## config.mk

```make
export PLATFORM = sky130hd
export DESIGN_NAME = audio_pwm_out
export DESIGN_NICKNAME = d
export VERILOG_FILES = /design/src/rtl/audio_pwm_out_pkg.sv /design/src/rtl/audio_pwm_out_bcd_volume_scaler.sv /design/src/rtl/audio_pwm_out.sv
export SDC_FILE = /design/constraint.sdc
export NUM_CORES = 1
export LEC_CHECK = 0
export CORE_ASPECT_RATIO = 0.8
export CORE_MARGIN = 1
export CORE_UTILIZATION = 40
export DETAILED_ROUTE_END_ITERATION = 16
export GPL_ROUTABILITY_DRIVEN = 0
export PLACE_DENSITY = 0.57
export SYNTH_ARGS = -nofsm -noshare
export SYNTH_HDL_FRONTEND = slang
export SYNTH_SLANG_ARGS = --single-unit
```

## constraint.sdc

```tcl
create_clock -name clk -period 6.91 [get_ports clk]
set_input_delay 1.382 -clock clk [delete_from_list [all_inputs] [get_ports clk]]
set_output_delay 1.382 -clock clk [all_outputs]
set_load 0.02 [all_outputs]
```

## src/rtl/audio_pwm_out_pkg.sv

```systemverilog
// Shared types and constants for the audio PWM output path.
// Holds the sample-fetch FSM state encoding, the volume scaling constants
// and the BCD digit clamp used by the volume scaler.
package audio_pkg;

   typedef enum logic [2:0] {
      IDLE,
      REQ,
      CALC1,
      CALC2,
      FULL
   } state_t;

   // duty = (sample * vol_bin * 164) >> 14 maps sample 255 at volume 99 to 252
   localparam int          VOL_SCALE_MUL   = 164;
   localparam int          VOL_SCALE_SHIFT = 14;
   localparam logic [7:0]  PWM_MAX         = 8'd255;
   localparam logic [7:0]  SILENCE_DUTY    = 8'd0;
   localparam logic [3:0]  BCD_MAX         = 4'd9;

   // Non-decimal digit codes (A-F) saturate to 9
   function automatic logic [3:0] bcd_clamp(input logic [3:0] digit);
      return (digit > BCD_MAX) ? BCD_MAX : digit;
   endfunction

endpackage

```

## src/rtl/audio_pwm_out_bcd_volume_scaler.sv

```systemverilog
// Two-stage volume scaler: clamps BCD digits and forms sample*vol_bin, then
// scales the product to an 8-bit PWM duty held until consumed.
// Ports: calc_valid/sample/digit1/digit0 in (stage 1), duty_valid/duty out
// (stage 2, 2 clk after calc_valid); flush drops everything in flight;
// consume clears duty_valid once the duty has been handed to the PWM.
module bcd_volume_scaler
   import audio_pkg::*;
(
   input  logic       clk,
   input  logic       reset,
   input  logic       flush,
   input  logic       calc_valid,
   input  logic [7:0] sample,
   input  logic [3:0] digit1,
   input  logic [3:0] digit0,
   input  logic       consume,
   output logic       duty_valid,
   output logic [7:0] duty
);

   logic [3:0]  d1_clamped;
   logic [3:0]  d0_clamped;
   logic [6:0]  vol_bin;
   logic [14:0] prod_next;
   logic        s1_valid;
   logic [14:0] prod;
   logic [22:0] scaled;
   logic [7:0]  duty_next;

   assign d1_clamped = bcd_clamp(digit1);
   assign d0_clamped = bcd_clamp(digit0);
   assign vol_bin    = 7'(d1_clamped) * 7'd10 + 7'(d0_clamped);
   assign prod_next  = 15'(sample) * 15'(vol_bin);

   // 255*99*164 fits in 23 bits, so the scaled product never overflows
   assign scaled    = 23'(prod) * 23'(VOL_SCALE_MUL);
   assign duty_next = 8'(scaled >> VOL_SCALE_SHIFT);

   always_ff @(posedge clk or posedge reset) begin
      if (reset) begin
         s1_valid   <= 1'b0;
         prod       <= '0;
         duty_valid <= 1'b0;
         duty       <= SILENCE_DUTY;
      end else if (flush) begin
         s1_valid   <= 1'b0;
         prod       <= '0;
         duty_valid <= 1'b0;
         duty       <= SILENCE_DUTY;
      end else begin
         s1_valid <= calc_valid;
         if (calc_valid) begin
            prod <= prod_next;
         end
         if (s1_valid) begin
            duty       <= duty_next;
            duty_valid <= 1'b1;
         end else if (consume) begin
            duty_valid <= 1'b0;
         end
      end
   end

endmodule

```

## src/rtl/audio_pwm_out.sv

```systemverilog
// Audio PWM output: fetches 8-bit samples over valid/ready, scales them by a
// BCD volume and plays one sample per 256-step PWM period on pwm_out.
// Ports: clk, reset (async, high), play gate, sample_data/valid/ready stream,
// volume1/volume0 BCD digits; outputs pwm_out and a one-clk underrun pulse.
// Only one sample is buffered beyond the one playing; ready is low otherwise.
module audio_pwm_out
   import audio_pkg::*;
#(
   parameter int CLK_DIV = 1
) (
   input  logic       clk,
   input  logic       reset,
   input  logic       play,
   input  logic [7:0] sample_data,
   input  logic       sample_valid,
   output logic       sample_ready,
   input  logic [3:0] volume1,
   input  logic [3:0] volume0,
   output logic       pwm_out,
   output logic       underrun
);

   localparam int PSW = (CLK_DIV > 1) ? $clog2(CLK_DIV) : 1;

   state_t     state;
   state_t     state_next;
   logic       xfer;

   logic [PSW-1:0] prescaler;
   logic       pwm_tick;
   logic [7:0] pwm_cnt;
   logic       boundary;
   logic [7:0] duty_active;

   logic       cap_valid;
   logic [7:0] cap_sample;
   logic [3:0] cap_d1;
   logic [3:0] cap_d0;

   logic       pend_valid;
   logic [7:0] duty_pending;
   logic       consume;
   logic       starving;

   assign pwm_tick = (prescaler == PSW'(CLK_DIV - 1));
   assign boundary = pwm_tick && (pwm_cnt == PWM_MAX);
   assign consume  = play && boundary && (state == FULL);
   // A result still in the pipeline at a boundary is too late for it
   assign starving = (state == REQ) || (state == CALC1) || (state == CALC2);

   // ---------------------------------------------------------------- FSM
   always_ff @(posedge clk or posedge reset) begin
      if (reset) begin
         state <= IDLE;
      end else begin
         state <= state_next;
      end
   end

   // ready is gated by play so a word offered on the pause edge is not
   // consumed and then thrown away
   always_comb begin
      state_next   = state;
      sample_ready = 1'b0;
      xfer         = 1'b0;
      if (!play) begin
         state_next = IDLE;
      end else begin
         case (state)
            IDLE:  state_next = REQ;
            REQ: begin
               sample_ready = 1'b1;
               if (sample_valid) begin
                  xfer       = 1'b1;
                  state_next = CALC1;
               end
            end
            CALC1: state_next = CALC2;
            CALC2: state_next = FULL;
            FULL: begin
               if (boundary) begin
                  state_next = REQ;
               end
            end
            default: state_next = IDLE;
         endcase
      end
   end

   // ---------------------------------------------------------- prescaler
   always_ff @(posedge clk or posedge reset) begin
      if (reset) begin
         prescaler <= '0;
      end else if (!play || pwm_tick) begin
         prescaler <= '0;
      end else begin
         prescaler <= prescaler + PSW'(1);
      end
   end

   // ------------------------------------------- counter, duty, capture
   always_ff @(posedge clk or posedge reset) begin
      if (reset) begin
         pwm_cnt     <= '0;
         duty_active <= SILENCE_DUTY;
         pwm_out     <= 1'b0;
         underrun    <= 1'b0;
         cap_valid   <= 1'b0;
         cap_sample  <= '0;
         cap_d1      <= '0;
         cap_d0      <= '0;
      end else if (!play) begin
         // pause restarts the period from zero and drops the in-flight sample
         pwm_cnt     <= '0;
         duty_active <= SILENCE_DUTY;
         pwm_out     <= 1'b0;
         underrun    <= 1'b0;
         cap_valid   <= 1'b0;
      end else begin
         pwm_out   <= (pwm_cnt < duty_active);
         underrun  <= boundary && starving;
         cap_valid <= xfer;
         if (pwm_tick) begin
            pwm_cnt <= pwm_cnt + 8'd1;
         end
         if (boundary) begin
            if (state == FULL && pend_valid) begin
               duty_active <= duty_pending;
            end else begin
               duty_active <= SILENCE_DUTY;
            end
         end
         // volume is sampled with the data so later volume changes only
         // affect later samples
         if (xfer) begin
            cap_sample <= sample_data;
            cap_d1     <= volume1;
            cap_d0     <= volume0;
         end
      end
   end

   bcd_volume_scaler u_scaler (
      .clk        (clk),
      .reset      (reset),
      .flush      (!play),
      .calc_valid (cap_valid),
      .sample     (cap_sample),
      .digit1     (cap_d1),
      .digit0     (cap_d0),
      .consume    (consume),
      .duty_valid (pend_valid),
      .duty       (duty_pending)
   );

endmodule

```

* After elaboration in Yosys (flattened, before gate mapping)
Cells that the tools add are included.
** Word-level totals
- Flip-flop bits (word level) :: 64
- Bits in latches :: 0
- RAM bits :: 0
- Memory bits (read-only) :: 0
- Bits of input ports :: 20
- Logic and storage cells :: 76
- Memories :: 0
** Cells by class
- $add $sub $neg :: 3
- Multiply operators :: 3
- Div/mod/pow operators :: 0
- Magnitude comparators :: 3
- Equal/unequal tests :: 12
- Shifts and indexed selects :: 0
- Multiplexer cells :: 28
- Bitwise logic cells :: 1
- Reduce and logical (&&, ||, !) cells :: 12
** Operator list (count)
- $mux 8 :: 7
- $mux 15 :: 2
- $mul 15x6->20 const B :: 1
- $mul 8x7->15 :: 1
- $pmux 3 s5 :: 1
- $mux 1 :: 13
- $mux 3 :: 3
- $add 8x1->8 const B :: 1
- $eq 8x8->1 const B :: 1
- $gt 4x4->1 const B :: 2
- $lt 8x8->1 :: 1
- $mux 4 :: 2
- $add 7x4->7 :: 1
- $eq 3x2->1 const B :: 2
- $mul 4x3->6 const B :: 1
- $ne 2x1->1 const B :: 3
- $ne 3x3->1 const B :: 2
- $logic_and 1x1->1 :: 5
- $reduce_and 2->1 :: 2
- $eq 3x1->1 const B :: 1
- $eq 3x3->1 const B :: 1
- $logic_not 3->1 :: 1
- $logic_or 1x1->1 :: 3
- $ne 3x1->1 const B :: 1
- 4 further kinds :: 4

* Depth between registers and ports, before layout
- Depth after elaboration :: 7
- Depth in mapped cells :: 24

* Cells and area by module
A second synthesis with hierarchy kept.
** Unflattened totals
- Cell total of the unflattened synthesis :: 655
- Area, all modules :: 6246.0 um2
** Modules (own cells, without submodules)
- bcd_volume_scaler :: instances 1, cells each 500, area each 4400.5 um2, sequential area each 625.6 um2
- audio_pwm_out :: instances 1, cells each 155, area each 1845.5 um2, sequential area each 975.9 um2

* Worst setup path before layout
OpenSTA, ideal clock, no wires.
- Kind :: reg-to-reg
- Start point :: register cap_d1[3]
- End point :: register u_scaler.prod[13]
- Setup time :: 126 ps
- Data arrival time :: 5609 ps
- Data required time :: 6784 ps
- Path slack :: 1175 ps
- Cell stages (with the launch flop) :: 24
- Buffers on the path :: 0
- Period minus slack after synthesis :: 5735 ps
- Cell sequence :: dfrtp_1 > nor2b_1 > ha_1 > ha_1 > fa_1 > nand2_1 > nor2_1 > xnor2_1 > and2_1 > fa_1 > inv_1 > fa_1 > inv_1 > fa_1 > inv_1 > fa_1 > inv_1 > ha_1 > nand4_1 > and3_1 > nand2_1 > nand3_1 > and3_1 > a311o_1
** On the way
- Longest elaborated chain between the ends :: 7
** RTL lines
- start, declared :: line audio_pwm_out.sv:37 : logic [3:0] cap_d1;
- start signal, assigned :: line audio_pwm_out.sv:137 : cap_d1 <= volume1;
- $gt 4x4->1 :: line audio_pwm_out_pkg.sv:23 : return (digit > BCD_MAX) ? BCD_MAX : digit;
- $mux 4 (*) :: line audio_pwm_out_pkg.sv:23
- $mul 4x3->6 (*) :: line audio_pwm_out_bcd_volume_scaler.sv:32 : assign vol_bin = 7'(d1_clamped) * 7'd10 + 7'(d0_clamped);
- $add 7x4->7 (*) :: line audio_pwm_out_bcd_volume_scaler.sv:32
- $mul 8x7->15 (*) :: line audio_pwm_out_bcd_volume_scaler.sv:33 : assign prod_next = 15'(sample) * 15'(vol_bin);
- $mux 15 (*) :: line audio_pwm_out_bcd_volume_scaler.sv:52 : if (calc_valid) begin
- $mux 15 (*) :: line audio_pwm_out_bcd_volume_scaler.sv:45 : end else if (flush) begin
- end signal, assigned :: line audio_pwm_out_bcd_volume_scaler.sv:53 : prod <= prod_next;
- end, declared :: line audio_pwm_out_bcd_volume_scaler.sv:26 : logic [14:0] prod;
Every way passes the cells marked *; elsewhere a longest branch is shown, timed or not. The select of a mux whose other input is x is not followed.
A chain may end at the register's enable or synchronous reset.

* Worst setup path in the final report
- Start point :: register cap_d1[3]
- End point :: register u_scaler.prod[12]
Same word-level chain as after synthesis.

==> run_results.csv <==
group,metric,value,unit
run_status,status,"completed",
floorplanning,fp.dieW,141.0,µm
power_and_ir_drop,power_density,428.0,nW/µm²
place,port_buffers,22,
yosys,synth-simple-area-share,0.1938,
global_routing,grt_max_degree,65,
yosys,syn_avg_cell_area,9.120,µm²
yosys,synth_seq_cells,64,
global_routing,antenna_found_initial,0,
floorplanning,initial_utilization,0.4105,
worst_hold_path,hold_path.class,"reg -> reg",
clocking,cts.sinks,64,
yosys,netlist_area,6183,µm²
timing,period_minus_slack,6.338,ns
yosys,synth.area.mux_share,0.01335,
yosys,synth_top_family_by_area,"adder cells",
final_layout,final_net_count,853,
routing,drt_first_iter_violations,268,
worst_setup_path,cp_max_fo,8,
power_and_ir_drop,pwr-share-comb,0.666,
worst_setup_path,critPathLaunchType,"flop",
yosys,synth_warnings,0,
timing,rsz0062_at_grt,"false",
timing,tns,0,ns
yosys,synth_xor_area_frac,0.02975,
power_and_ir_drop,max-vdd-ir-drop,0.2572,mV
worst_setup_path,cp_data_required_time,7.12,ns
clocking,cts_setup_buffers,0,
clocking,cts_tree,"done",
timing,layout_worst_path_cycle_share,0.9173,
timing,setup_viol,0,
clocking,root_buffer,"clkbuf_16",
power_and_ir_drop,intPower,0.001582,W
final_layout,drive_gt1_frac,0.04403,
routing,via_count,4683,
clocking,ctsResizeCount,0,
power_and_ir_drop,swShare,0.4681,
floorplanning,boundaryPins,23,
final_layout,fillCellCount,1448,
yosys,synth-async-reset-ratio,1.000,
yosys,ys_top_cells_by_area,"dfrtp_1 26%, ha_1 19%, fa_1 13%",
timing,clock_skew,0.005486,ns
yosys,synth_fa_ha_area_frac,0.3177,
timing,final_hold_viol_count,0,
floorplanning,dieArea,15960,µm²
power_and_ir_drop,leakagePower,3.604,nW
clocking,h-tree-depth,3,
timing,slew_viol_final,0,
worst_setup_path,worstSetupPathType,"reg -> reg",
final_layout,num_antenna_cells,0,
yosys,syn-num-nets,831,
power_and_ir_drop,p_switching,0.001393,W
routing,drt_wl_total,12350,µm
global_routing,gr-total-overflow,0,
global_routing,first_global_vias,4538,
yosys,ys_seq_area_frac,0.2590,
floorplanning,die_h,113.2,µm
floorplanning,std_cell_rows,40,
worst_setup_path,arrival,6.55,ns
yosys,synth_cell_types,58,
run,drv_cap,0,
timing,worst_pin_slew,0.8236,ns
global_routing,grt_pass1_wl,21600,µm
yosys,synth_top_area_frac,0.2590,
clocking,cts_buffer_depth,2,
yosys,synth_compound_area_frac,0.1125,
routing,drc,0,
timing,max_freq,0.1578,GHz
routing,viasPerCell,5.124,
clocking,cts_inserted_buffers,9,
power_and_ir_drop,p_seq_frac,0.166,
clocking,clk_pin_slew,0.06,ns
yosys,syn_inst,678,
clocking,cts_hold_buf,0,
final_layout,ff_latch_area,1602,µm²
routing,antenna_left,0,
clocking,clock_latency,0.34,ns
timing,hold_ws,0.4675,ns
final_layout,syn2layout_area_growth,12.40,%
routing,first_pass_iters,5,
timing,maxSlewHeadroom,0.4509,
global_routing,grt_usage,0.1704,
yosys,synth_edf_count,0,
power_and_ir_drop,p_clk_frac,0.168,
worst_setup_path,critPathCaptureType,"flop",
final_layout,multi_input_area,4129,µm²
place,place.detailed.hpwl,9750,µm
routing,wl_per_cell,13.51,µm
yosys,yosys_most_used_dff,"dfrtp_1",
floorplanning,coreArea,15060,µm²
yosys,synth_top_area_cell,"dfrtp_1",
## cell type report
class | instances | area share
Clock inverter | 4 | 0.01116
Multi-Input combinational cell | 495 | 0.5941
Timing Repair Buffer | 25 | 0.03492
Sequential cell | 64 | 0.2304
Inverter | 105 | 0.05671
Clock buffer | 11 | 0.03492
Tap cell | 210 | 0.03780
## critical path, stage by stage (launching register included)
cell and delay (ns):
dfrtp_1 0.44, nor2b_1 0.30, ha_1 0.30, ha_1 0.21, fa_1 0.47, nand2_1 0.08, nor2_1 0.05, xnor2_1 0.47
nand2_1 0.17, fa_1 0.53, fa_1 0.55, inv_1 0.06, fa_1 0.53, inv_1 0.05, fa_1 0.53, inv_1 0.04
ha_1 0.34, o21a_1 0.12, o31a_1 0.13, o41ai_2 0.40, o21ai_0 0.20, nand4b_1 0.13, o211ai_1 0.10
## placed cells by master (no fill, tap or decap), types with 2 or more instances in the layout
master           Yosys  layout
clkbuf_16            0       9
nor3_1               7       7
and3_1               8       8
nor2_1              11      11
bufinv_16            0       2
a21o_1              11      11
clkdlybuf4s50_1      0      22
a21oi_1             15      15
nand4_1              5       5
a31oi_1              6       6
fa_1                40      40
buf_4                1       3
ha_1                93      93
xnor2_1             16      16
o22ai_1              5       5
nor3b_1              4       4
and2_1              38      38
o211ai_1             7       7
nand2_1            104     104
mux2i_1              6       6
o21ai_0             13      13
inv_1              103     102
nand3_1             13      13
o311ai_2             2       2
dfrtp_1             64      64
nor2b_1             23      23
inv_2                1       2
o221ai_1             3       3
nand4b_1             2       2
mux2_2               2       2
a22o_1               8       8
xor2_1               5       5
nand2b_1             9       9
a211oi_1             2       2
o21a_1              10      10
nand3b_1             6       6
## flip-flops by register name (all words and copies together), names as in the netlist, 3 cells and up
signal         flops
u_scaler.prod     15
cap_sample         8
duty_active        8
pwm_cnt            8
u_scaler.duty      8
cap_d0             4
cap_d1             4
state              3
## per-stage QoR
step / worst slack, ns / utilization / power [W] / cell area (µm²) / instances
2_1_floorplan: 1.175 / - / 0.002028 / 6183 / 678
3_3_place_gp: 0.7496 / 0.4401 / 0.002435 / 6630 / 899
3_5_place_dp: 0.5386 / 0.4401 / 0.002492 / 6630 / 899
4_1_cts: 0.5813 / 0.4614 / 0.003025 / 6950 / 914
5_1_grt: 0.1570 / 0.4614 / 0.003325 / 6950 / 914
6_report: 0.5718 / 0.4614 / 0.002975 / 6950 / 914
## cell families (layout without fill, tap and decap cells)
| kind of cell | Yosys count | count (layout) |
|---|---|---|
| and+or+nand+nor | 236 | 236 |
| xor gates and xnor gates | 21 | 21 |
| muxes | 8 | 8 |
| AOI/OAI and AO/OA | 96 | 96 |
| adders and majority gates | 133 | 133 |
| buffers and inverters | 119 | 145 |
| DFF | 64 | 64 |
| other | 1 | 1 |
## worst paths after layout
check,startpoint,end,slack [ns],cells after the start
min,cap_d0[0]$_DFFE_PP0P_,cap_d0[0]$_DFFE_PP0P_,0.47,2
min reg2reg,cap_d0[0]$_DFFE_PP0P_,cap_d0[0]$_DFFE_PP0P_,0.47,2
max in group asynchronous,reset,cap_d1[0]$_DFFE_PP0P_,4.75,3
max reg2reg,cap_d1[3]$_DFFE_PP0P_,u_scaler.prod[12]$_DFFE_PP0P_,0.57,22
max,cap_d1[3]$_DFFE_PP0P_,u_scaler.prod[12]$_DFFE_PP0P_,0.57,22
min in group asynchronous,reset,state[0]$_DFFE_PP0P_,1.60,3
## Yosys cell counts (all sizes together) (9+ instances only)
cell	count
inv	104
nand2	104
ha	93
dfrtp	64
fa	40
and2	39
nor2b	24
a21oi	16
xnor2	16
nand3	14
o21ai	14
nor2	12
a21o	11
o21a	10
clkbuf	9
nand2b	9
## power by group through the flow
stage | registers (W) | clock network [W] | logic, W
after floorplan | 0.000469 | 0 | 0.00156
after global placement | 0.000499 | 0 | 0.00194
after detailed placement | 0.000499 | 0 | 0.00199
after CTS | 0.000492 | 0.000514 | 0.00202
after global routing | 0.000505 | 0.000528 | 0.00229
final | 0.000493 | 0.000501 | 0.00198
## per-layer routing
metal  vias up  global-route usage  wire (µm)
li1       2288                   -          -
met1      2299              0.2526       6603
met2        82              0.2468       5071
met3        14             0.03428        467
met4         0             0.05435        206
met5         -                   0          0
Note: power is estimated with default switching activity, not from simulation.
